$ cat src/rtl/datapath_pkg.sv
// Shared definitions for the multi-cycle datapath: ALU op codes, multiplier
// FSM states and flag-register bit positions.
package datapath_pkg;

  localparam logic [3:0] OP_ADD   = 4'd0;
  localparam logic [3:0] OP_SUB   = 4'd1;
  localparam logic [3:0] OP_INC   = 4'd2;
  localparam logic [3:0] OP_DEC   = 4'd3;
  localparam logic [3:0] OP_AND   = 4'd4;
  localparam logic [3:0] OP_OR    = 4'd5;
  localparam logic [3:0] OP_XOR   = 4'd6;
  localparam logic [3:0] OP_NOT   = 4'd7;
  localparam logic [3:0] OP_PASSB = 4'd8;
  localparam logic [3:0] OP_SHL   = 4'd9;
  localparam logic [3:0] OP_SHR   = 4'd10;
  localparam logic [3:0] OP_SAR   = 4'd11;
  localparam logic [3:0] OP_MUL   = 4'd12;

  typedef enum logic [1:0] {
    S_IDLE,
    S_MUL,
    S_WB
  } mul_state_e;

  localparam int FLAG_Z    = 0;
  localparam int FLAG_N    = 1;
  localparam int FLAG_C    = 2;
  localparam int FLAG_V    = 3;
  localparam int NUM_FLAGS = 4;

endpackage

$ cat src/rtl/datapath_mc_seq_multiplier.sv
// Sequential shift-add multiplier: one partial-product step per cycle, then a
// single write-back cycle before returning to idle with a DONE pulse.
module seq_multiplier
  import datapath_pkg::*;
#(
  parameter int WIDTH = 16
) (
  input  logic               clk,
  input  logic               rst,
  input  logic               start,
  input  logic [WIDTH-1:0]   a_in,
  input  logic [WIDTH-1:0]   b_in,
  output logic               busy,
  output logic               wb_valid,
  output logic               done,
  output logic [2*WIDTH-1:0] product
);

  localparam int CNT_W = $clog2(WIDTH + 1);
  localparam logic [CNT_W-1:0] LAST_STEP = CNT_W'(WIDTH - 1);

  mul_state_e         state_q, state_d;
  logic [CNT_W-1:0]   cnt_q, cnt_d;
  logic [WIDTH-1:0]   mcand_q, mcand_d;
  logic [2*WIDTH-1:0] prod_q, prod_d;
  logic               done_q, done_d;
  logic [WIDTH:0]     add_sum;

  // The multiplier starts in the low half of prod; each step conditionally adds
  // the multiplicand into the high half and shifts the whole register right.
  always_comb begin
    state_d = state_q;
    cnt_d   = cnt_q;
    mcand_d = mcand_q;
    prod_d  = prod_q;
    done_d  = 1'b0;
    add_sum = {1'b0, prod_q[2*WIDTH-1:WIDTH]}
            + (prod_q[0] ? {1'b0, mcand_q} : {(WIDTH+1){1'b0}});
    case (state_q)
      S_IDLE: begin
        if (start) begin
          state_d = S_MUL;
          cnt_d   = '0;
          mcand_d = a_in;
          prod_d  = {{WIDTH{1'b0}}, b_in};
        end
      end
      S_MUL: begin
        prod_d = {add_sum, prod_q[WIDTH-1:1]};
        cnt_d  = cnt_q + CNT_W'(1);
        if (cnt_q == LAST_STEP) begin
          state_d = S_WB;
        end
      end
      S_WB: begin
        state_d = S_IDLE;
        done_d  = 1'b1;
      end
      default: state_d = S_IDLE;
    endcase
  end

  always_ff @(posedge clk) begin
    if (rst) begin
      state_q <= S_IDLE;
      cnt_q   <= '0;
      mcand_q <= '0;
      prod_q  <= '0;
      done_q  <= 1'b0;
    end else begin
      state_q <= state_d;
      cnt_q   <= cnt_d;
      mcand_q <= mcand_d;
      prod_q  <= prod_d;
      done_q  <= done_d;
    end
  end

  assign busy     = (state_q != S_IDLE);
  assign wb_valid = (state_q == S_WB);
  assign done     = done_q;
  assign product  = prod_q;

endmodule

$ cat src/rtl/datapath_mc.sv
// Multi-cycle datapath: register file, ALU with registered flags, constant and
// load muxes, and a sequential multiplier that stalls issue while busy.
module datapath_mc
  import datapath_pkg::*;
#(
  parameter int WIDTH = 16,
  parameter int REGS  = 16,
  parameter int SEL_W = $clog2(REGS)
) (
  input  logic             CLK,
  input  logic             RST,
  input  logic [SEL_W-1:0] A_SEL,
  input  logic [SEL_W-1:0] B_SEL,
  input  logic [SEL_W-1:0] DEST_SEL,
  input  logic [3:0]       OP_SEL,
  input  logic [WIDTH-1:0] CONST_IN,
  input  logic             CONST_SEL,
  input  logic [WIDTH-1:0] DATA_IN,
  input  logic             DATA_SEL,
  input  logic             LOAD_EN,
  output logic [WIDTH-1:0] A_OUT,
  output logic [WIDTH-1:0] B_OUT,
  output logic [WIDTH-1:0] AROUND,
  output logic             Z,
  output logic             N,
  output logic             C,
  output logic             V,
  output logic             BUSY,
  output logic             DONE
);

  localparam int MSB = WIDTH - 1;

  logic [WIDTH-1:0]     regs_q [REGS];
  logic [WIDTH-1:0]     regs_d [REGS];
  logic [NUM_FLAGS-1:0] flags_q, flags_d;
  logic [SEL_W-1:0]     mul_dest_q, mul_dest_d;

  logic [WIDTH-1:0]     a_op, b_op, add_opnd;
  logic [WIDTH:0]       sum_ext, diff_ext;
  logic [WIDTH-1:0]     alu_res;
  logic                 alu_c, alu_v;
  logic                 issue_ok, mul_start;
  logic                 mul_busy, mul_wb, mul_done;
  logic [2*WIDTH-1:0]   mul_product;
  logic [WIDTH-1:0]     mul_lo, mul_hi;

  assign a_op   = regs_q[A_SEL];
  assign b_op   = CONST_SEL ? CONST_IN : regs_q[B_SEL];
  assign A_OUT  = a_op;
  assign B_OUT  = regs_q[B_SEL];
  assign AROUND = b_op;

  // Inc/dec share the add/sub adders with a constant-one operand so that carry
  // and overflow come out of the same logic as the two-operand forms.
  always_comb begin
    add_opnd = (OP_SEL == OP_INC || OP_SEL == OP_DEC) ? WIDTH'(1) : b_op;
    sum_ext  = {1'b0, a_op} + {1'b0, add_opnd};
    diff_ext = {1'b0, a_op} - {1'b0, add_opnd};
    alu_res  = a_op;
    alu_c    = 1'b0;
    alu_v    = 1'b0;
    case (OP_SEL)
      OP_ADD, OP_INC: begin
        alu_res = sum_ext[WIDTH-1:0];
        alu_c   = sum_ext[WIDTH];
        alu_v   = (a_op[MSB] == add_opnd[MSB]) && (alu_res[MSB] != a_op[MSB]);
      end
      OP_SUB, OP_DEC: begin
        alu_res = diff_ext[WIDTH-1:0];
        alu_c   = ~diff_ext[WIDTH];
        alu_v   = (a_op[MSB] != add_opnd[MSB]) && (alu_res[MSB] != a_op[MSB]);
      end
      OP_AND:   alu_res = a_op & b_op;
      OP_OR:    alu_res = a_op | b_op;
      OP_XOR:   alu_res = a_op ^ b_op;
      OP_NOT:   alu_res = ~a_op;
      OP_PASSB: alu_res = b_op;
      OP_SHL: begin
        alu_res = {a_op[WIDTH-2:0], 1'b0};
        alu_c   = a_op[MSB];
      end
      OP_SHR: begin
        alu_res = {1'b0, a_op[WIDTH-1:1]};
        alu_c   = a_op[0];
      end
      OP_SAR: begin
        alu_res = {a_op[MSB], a_op[WIDTH-1:1]};
        alu_c   = a_op[0];
      end
      default: alu_res = a_op;
    endcase
  end

  assign issue_ok  = LOAD_EN && !mul_busy;
  assign mul_start = issue_ok && !DATA_SEL && (OP_SEL == OP_MUL);
  assign mul_lo    = mul_product[WIDTH-1:0];
  assign mul_hi    = mul_product[2*WIDTH-1:WIDTH];

  seq_multiplier #(
    .WIDTH (WIDTH)
  ) u_mul (
    .clk      (CLK),
    .rst      (RST),
    .start    (mul_start),
    .a_in     (a_op),
    .b_in     (b_op),
    .busy     (mul_busy),
    .wb_valid (mul_wb),
    .done     (mul_done),
    .product  (mul_product)
  );

  // Multiply write-back only occurs while busy, so it never competes with a
  // single-cycle write in the same cycle.
  always_comb begin
    regs_d     = regs_q;
    flags_d    = flags_q;
    mul_dest_d = mul_dest_q;
    if (mul_wb) begin
      regs_d[mul_dest_q] = mul_lo;
      flags_d[FLAG_Z]    = (mul_lo == '0);
      flags_d[FLAG_N]    = mul_lo[MSB];
      flags_d[FLAG_C]    = |mul_hi;
      flags_d[FLAG_V]    = 1'b0;
    end else if (issue_ok) begin
      if (DATA_SEL) begin
        regs_d[DEST_SEL] = DATA_IN;
      end else if (OP_SEL == OP_MUL) begin
        mul_dest_d = DEST_SEL;
      end else begin
        regs_d[DEST_SEL] = alu_res;
        flags_d[FLAG_Z]  = (alu_res == '0);
        flags_d[FLAG_N]  = alu_res[MSB];
        flags_d[FLAG_C]  = alu_c;
        flags_d[FLAG_V]  = alu_v;
      end
    end
  end

  always_ff @(posedge CLK) begin
    if (RST) begin
      for (int i = 0; i < REGS; i++) begin
        regs_q[i] <= '0;
      end
      flags_q    <= '0;
      mul_dest_q <= '0;
    end else begin
      for (int i = 0; i < REGS; i++) begin
        regs_q[i] <= regs_d[i];
      end
      flags_q    <= flags_d;
      mul_dest_q <= mul_dest_d;
    end
  end

  assign Z    = flags_q[FLAG_Z];
  assign N    = flags_q[FLAG_N];
  assign C    = flags_q[FLAG_C];
  assign V    = flags_q[FLAG_V];
  assign BUSY = mul_busy;
  assign DONE = mul_done;

endmodule

$ cat config.mk
export PLATFORM = sky130hd
export DESIGN_NAME = datapath_mc
export DESIGN_NICKNAME = d
export VERILOG_FILES = /design/src/rtl/datapath_pkg.sv /design/src/rtl/datapath_mc_seq_multiplier.sv /design/src/rtl/datapath_mc.sv
export SDC_FILE = /design/constraint.sdc
export NUM_CORES = 1
export LEC_CHECK = 0
export CORE_ASPECT_RATIO = 1.5
export CORE_UTILIZATION = 34
export CTS_CLUSTER_DIAMETER = 40
export CTS_CLUSTER_SIZE = 14
export DETAILED_ROUTE_END_ITERATION = 12
export SKIP_LAST_GASP = 1
export SLEW_MARGIN = 30
export SYNTH_ARGS = -nofsm -noshare
export SYNTH_HDL_FRONTEND = slang
export SYNTH_HIERARCHICAL = 1
export SYNTH_SLANG_ARGS = --single-unit
$ cat constraint.sdc
create_clock -name CLK -period 6.9 [get_ports CLK]
set_input_delay 1.38 -clock CLK [delete_from_list [all_inputs] [get_ports CLK]]
set_output_delay 1.38 -clock CLK [all_outputs]
set_load 0.05 [all_outputs]
* Word level (Yosys, flattened, before mapping)
Index checks and enable logic that the tools add are counted.
Storage, ports and cells: output and inout bits 54, flip-flop bits (word level) 320, input port bits 53
Operators by class: multiplexer cells 35, eq/ne operators 24, add/subtract/negate cells 4, reduce and logical (&&, ||, !) cells 29, bitwise logic cells 12, magnitude comparators 6
Operators with widths (count):
- $mux W256 | 4
- $bwmux W256 | 3
- $pmux W16 S10 | 1
- $mux W16 | 9
- $bmux W16 S4 | 2
- $demux W16 S4 | 2
- $pmux W32 S2 | 1
- $logic_not A16 Y1 | 2
- $mux W32 | 1
- $eq A4 B4 Y1 const B | 5
- $ge A5 B5 Y1 const B | 4
- $not A4 Y5 | 4
- $add A16 B16 Y17 | 1
- $add A16 B17 Y17 | 1
- $sub A16 B16 Y17 | 1
- $and A16 B16 Y16 | 1
- $eq A4 B3 Y1 const B | 4
- $not A16 Y16 | 1
- $or A16 B16 Y16 | 1
- $reduce_or A16 Y1 | 1
- $xor A16 B16 Y16 | 1
- $mux W3 | 4
- $lt A5 B1 Y1 const B | 2
- $pmux W5 S2 | 1
- other kinds (28) | 53

* Longest topological paths before layout
Gate-level depths: netlist (run 1).
word-level depth 13, depth in mapped cells 23, depth with buffers taken out 19

* Modules after synthesis
Netlist (run 1), hierarchy kept.
Modules (own cells, without submodules):
- datapath_mc | cells an instance 2521, area each 20606.0 um2, times used 1
- seq_multiplier | cells an instance 354, area each 2829.0 um2, times used 1

* Worst setup path before layout (run 1)
OpenSTA, ideal clock, no wires.
path type in2reg, start in B_SEL[1], end reg regs_q[254] (netlist bit), data arrival time 7080 ps, slack -258 ps, setup time 78 ps, data required time 6822 ps, cell stages on the path 21, cell sequence buf_4 -> buf_2 -> buf_2 -> mux4_2 -> o21ai_0 -> o21ai_0 -> mux2i_1 -> inv_1 -> nand2_1 -> ha_1 -> clkbuf_1 -> nor2_1 -> a2111oi_0 -> o2111ai_1 -> nand2_1 -> o41ai_1 -> or4_1 -> a41oi_1 -> buf_2 -> a21oi_1 -> nor3_1
On the way: cells in the longest elaborated chain, start to end 13, elaborated cells between the ends (all ways) 17, classes of those cells add/sub: 2; mux: 11; bitwise: 4
Ends and longest elaborated chain:
- start: declaration | line datapath_mc.sv:13 | input logic [SEL_W-1:0] B_SEL,
- $not A4 Y5 *
- $bmux W16 S4 *
- $mux W16 * (2 in series)
- net B_OUT[3] | line datapath_mc.sv:22 | output logic [WIDTH-1:0] B_OUT,
- $mux W16 * | line datapath_mc.sv:49 | assign b_op = CONST_SEL ? CONST_IN : regs_q[B_SEL];
- net AROUND[3] | line datapath_mc.sv:23 | output logic [WIDTH-1:0] AROUND,
- $mux W16 * | line datapath_mc.sv:57 | add_opnd = (OP_SEL == OP_INC || OP_SEL == OP_DEC) ? WIDTH'(1) : b_op;
- $sub A16 B16 Y17 or $add A16 B16 Y17 (tied branches) | line datapath_mc.sv:59, datapath_mc.sv:58
- $pmux W16 S10 * | line datapath_mc.sv:63 | case (OP_SEL)
- $bwmux W256 * | line datapath_mc.sv:132 | regs_d[DEST_SEL] = alu_res;
- $mux W256 * | line datapath_mc.sv:129 | end else if (OP_SEL == OP_MUL) begin
- $mux W256 * | line datapath_mc.sv:127 | if (DATA_SEL) begin
- $mux W256 * | line datapath_mc.sv:126 | end else if (issue_ok) begin
- $mux W256 * | line datapath_mc.sv:120 | if (mul_wb) begin
- end signal: indexed assignment | line datapath_mc.sv:150 | regs_q[i] <= regs_d[i];
- end: declaration | line datapath_mc.sv:34 | logic [WIDTH-1:0] regs_q [REGS];
The timed path passes the listed nets; every way through them passes the cells marked *. The select of a mux whose other input is x is not followed. A chain may end at the register's enable or synchronous reset.

* Worst setup path in the final report (run 1)
start in B_SEL[0], end reg regs_q[190] (netlist bit)
On the way: cells in the longest elaborated chain, start to end 13, elaborated cells between the ends (all ways) 17, classes of those cells add/sub: 2; mux: 11; bitwise: 4
Ends and longest elaborated chain (line):
- $not A4 Y5 (implied by the code) * | datapath_mc.sv:49
- $bmux W16 S4 * | datapath_mc.sv:49
- $mux W16 (implied by the code) * (2 in series) | datapath_mc.sv:49
- $mux W16 * | datapath_mc.sv:49
- $mux W16 | datapath_mc.sv:57
- $sub A16 B16 Y17 or $add A16 B16 Y17 (tied branches) | datapath_mc.sv:59, datapath_mc.sv:58
- $pmux W16 S10 * | datapath_mc.sv:63
- $bwmux W256 * | datapath_mc.sv:132
- $mux W256 * | datapath_mc.sv:129
- $mux W256 * | datapath_mc.sv:127
- $mux W256 * | datapath_mc.sv:126
- $mux W256 * | datapath_mc.sv:120
Every way passes the cells marked *; elsewhere a longest branch is shown, timed or not. The select of a mux whose other input is x is not followed.

==> metrics.cfg, run 1 <==
[status]
status = finished clean

[timing]
max_freq_mhz = 154
max_slew.worst_pin.slew_ns = 1.13
finalMaxSlewViolations = 0
min_period_ns = 6.48
tns_ns = 0
hold_viol_final = 0
skew_ns = 0.0262
relSlewSlack_pct = 24.9
finalSetupViolCount = 0
rsz0062_at_grt = false
finalCritPeriodShare_pct = 93.9

[clocking]
cts.sinks = 320
postCtsHoldBufs = 0
cts_buffers = 39
clk_path_buf_depth = 3
ctsResizeCount = 0
clk_latency_ns = 0.58
cts_tree = yes
cts_setup_buffers = 0
clk_pin_slew_ns = 0.06
htree_levels = 2
cts_root_buf = clkbuf_16

[layout]
design_area_um2 = 27400
syn_to_final_growth_pct = 16.9
layout.nets = 3041
antenna_cells = 0
final_util_pct = 40.3
drive_above_1_share_pct = 15.7

[power_and_ir_drop]
ir_drop_mv = 0.188
p_leak_nw = 10.5
powerDensity_nw_per_um2 = 189

[drt]
first_pass_iters = 6
postRouteAntennaNets = 0
vias = 25900
routed_wl_um = 125000
via_per_inst = 6.78
wl_per_cell_um = 32.7
drtIter0Drc = 3267
drc_errors = 0

[synthesis]
yosys_register_bits = 320
synth-seq-area-share_pct = 27.3
synth_cell_types = 86
yosysTopAreaCell = dfxtp_1
yosysMostFrequentCell = nor2_1
synth_nets = 3014
synth_top_area_share_pct = 27.3
synthArstFlopShare_pct = 0
yosys-top-cells-count = nor2_1 (446), dfxtp_1 (320), nor3_1 (254), clkbuf_1 (225), nand2_1 (184)
synth_area_um2 = 23400
ys.flop_type = dfxtp_1
synth-edff-count = 0
syn_avg_cell_area_um2 = 8.15
syn_inst = 2875
ys_warn_count = 6
synth_area_leaders = dfxtp_1 (27%), mux4_2 (9.9%), nor2_1 (7.1%)

[hold_path]
min_path_cells = 2
worstHoldPathType = register to register
min_from = u_mul/mcand_q[4]
min_to = u_mul/mcand_q[4]

[worst_setup_path]
crit_cells = 20
rrSetupSlack_ns = 1.54
max_stage_delay_ns = 0.50
cp_max_fo = 23
crit_buf_inv = 4
cp.required_ns = 7.38
end_kind = register
r2r_cells = 16
critPathArrivalTime_ns = 6.96
crit_path_top_delay_cell = o41ai_1
startpoint_type = primary input
crit_type = primary input to register
crit_family = compound AO/OA/AOI/OAI gates
cp_cell_sequence = buf_4 -> buf_4 -> buf_4 -> mux4_2 -> o22ai_1 -> a21oi_1 -> nand2_1 -> nand2_1 -> nand2_1 -> ha_1 -> nor4_1 -> o21ai_0 -> o2111ai_1 -> nand2_1 -> o41ai_1 -> o211ai_1 -> a41oi_1 -> buf_12 -> a32oi_1 -> a211oi_1
r2r-start = regs_q[0]
path_common_cell = nand2_1
worstReg2RegEnd = flags_q[2]

[global_route]
grt_pass1_wl_um = 177000
grt_pass1_vias = 24600
grt-ovfl-total = 0
grt_max_degree = 130
grtUsageTotal_pct = 35.0
antenna_found_initial = 4

[placement]
place_congestion = 1.07
hpwl_um = 87000
portBuffers = 106
postPlaceCellArea_um2 = 26000

[floorplanning]
dieArea_um2 = 70000
start_util_pct = 34.4
pin_count = 107
die_w_um = 216
die_h_um = 324
coreArea_um2 = 68100
rows = 117

[job]
maxCapViolations = 0

[sequential cells by signal (all words and copies together), names as in the netlist]
register,flops
regs_q,256
u_mul/product,32
u_mul/mcand_q,16
u_mul/cnt_q,5
flags_q,4
mul_dest_q,4
u_mul/state_q,2
u_mul/done,1
[metrics by stage]
stage	hold WS (ns)	setup slack, ns	instances	power [mW]
3_5_place_dp	0.442	-0.159	3751	2.99
5_1_grt	0.481	0.106	3824	5.29
2_1_floorplan	0.432	0.0450	2875	2.58
6_report	0.451	0.419	3824	5.18
4_1_cts	0.451	0.388	3822	5.12
3_3_place_gp	0.439	-0.110	3745	2.99
[metal layers]
metal  wire length [um]  track usage, %
met1              41500            37.9
met5                 34           0.208
met4              13500            31.4
met2              56400            56.3
met3              13600            9.27
[placed cells by master (no fill, tap or decap), drive strengths merged, types with 5 or more instances in the layout]
| cell | count |
|---|---|
| a221oi | 193 |
| a21o | 18 |
| or3 | 12 |
| buf | 183 |
| a211oi | 28 |
| o21a | 20 |
| o22ai | 24 |
| nand2b | 34 |
| clkbuf | 46 |
| xor2 | 5 |
| mux2 | 30 |
| clkinv | 15 |
| nor2 | 447 |
| mux2i | 86 |
| o2111ai | 6 |
| a311oi | 19 |
| nand2 | 184 |
| o21ai | 112 |
| nor3 | 254 |
| nor2b | 31 |
| and2 | 38 |
| a22oi | 37 |
| a31oi | 9 |
| or2 | 8 |
| mux4 | 114 |
| o21bai | 8 |
| xnor2 | 15 |
| ha | 83 |
| a21oi | 132 |
| a22o | 27 |
| nor4 | 45 |
| o211ai | 8 |
| a32oi | 14 |
| nand4 | 13 |
| clkdlybuf4s50 | 86 |
| inv | 91 |
| nand3 | 43 |
| dfxtp | 320 |
[cell type report]
class	instances	area, um2
Fill cell	6985	40700
Inverter	85	319
Timing Repair Buffer	269	2440
Clock buffer	46	1060
Tap cell	892	1120
Sequential cell	320	6410
Clock inverter	25	253
Multi-Input combinational cell	2187	15800
[worst max-delay path by stage]
stage / to / start
6_report: regs_q[190] / B_SEL[0]
5_1_grt: regs_q[94] / B_SEL[0]
4_1_cts: regs_q[15] / B_SEL[0]
3_5_place_dp: regs_q[15] / B_SEL[0]
3_3_place_gp: regs_q[47] / B_SEL[0]
2_1_floorplan: regs_q[254] / B_SEL[1]
[power by group]
group,leakage (nW),total [mW],switching (mW),internal (mW)
clock network,0.649,2.17,0.962,1.21
registers,2.59,1.92,0.0391,1.88
logic,7.24,1.08,0.727,0.357
[logic make-up after synthesis]
kind of cell	Yosys count	share of synthesized area, %
XOR/XNOR	20	0.747
adder cells (fa/ha/maj)	86	4.69
AO/OA/AOI/OAI	715	22.3
AND/OR/NAND/NOR	1136	22.3
buffers and inverters	368	6.40
flip-flops	320	27.3
multiplexers	230	16.3
[worst reg2reg max path, stage by stage, from the launching register on]
cell,delay (ns)
dfxtp_1,0.33
mux4_2,0.48
mux2i_1,0.50
a221o_1,0.37
nand2_1,0.14
ha_1,0.28
fa_1,0.41
nand2b_1,0.18
a21oi_1,0.41
a211oi_1,0.21
o21ai_0,0.34
buf_4,0.19
a21oi_1,0.06
o21bai_1,0.20
a211oi_1,0.10
o21ai_0,0.84
a31o_2,0.28
Power figures use the tool's default switching activity.
==> run 2: changes to the inputs <==
- CAP_MARGIN: default -> 20
==> results of run 2 <==
Same layout as run 1: the final DEF is identical, and so are final timing and power.
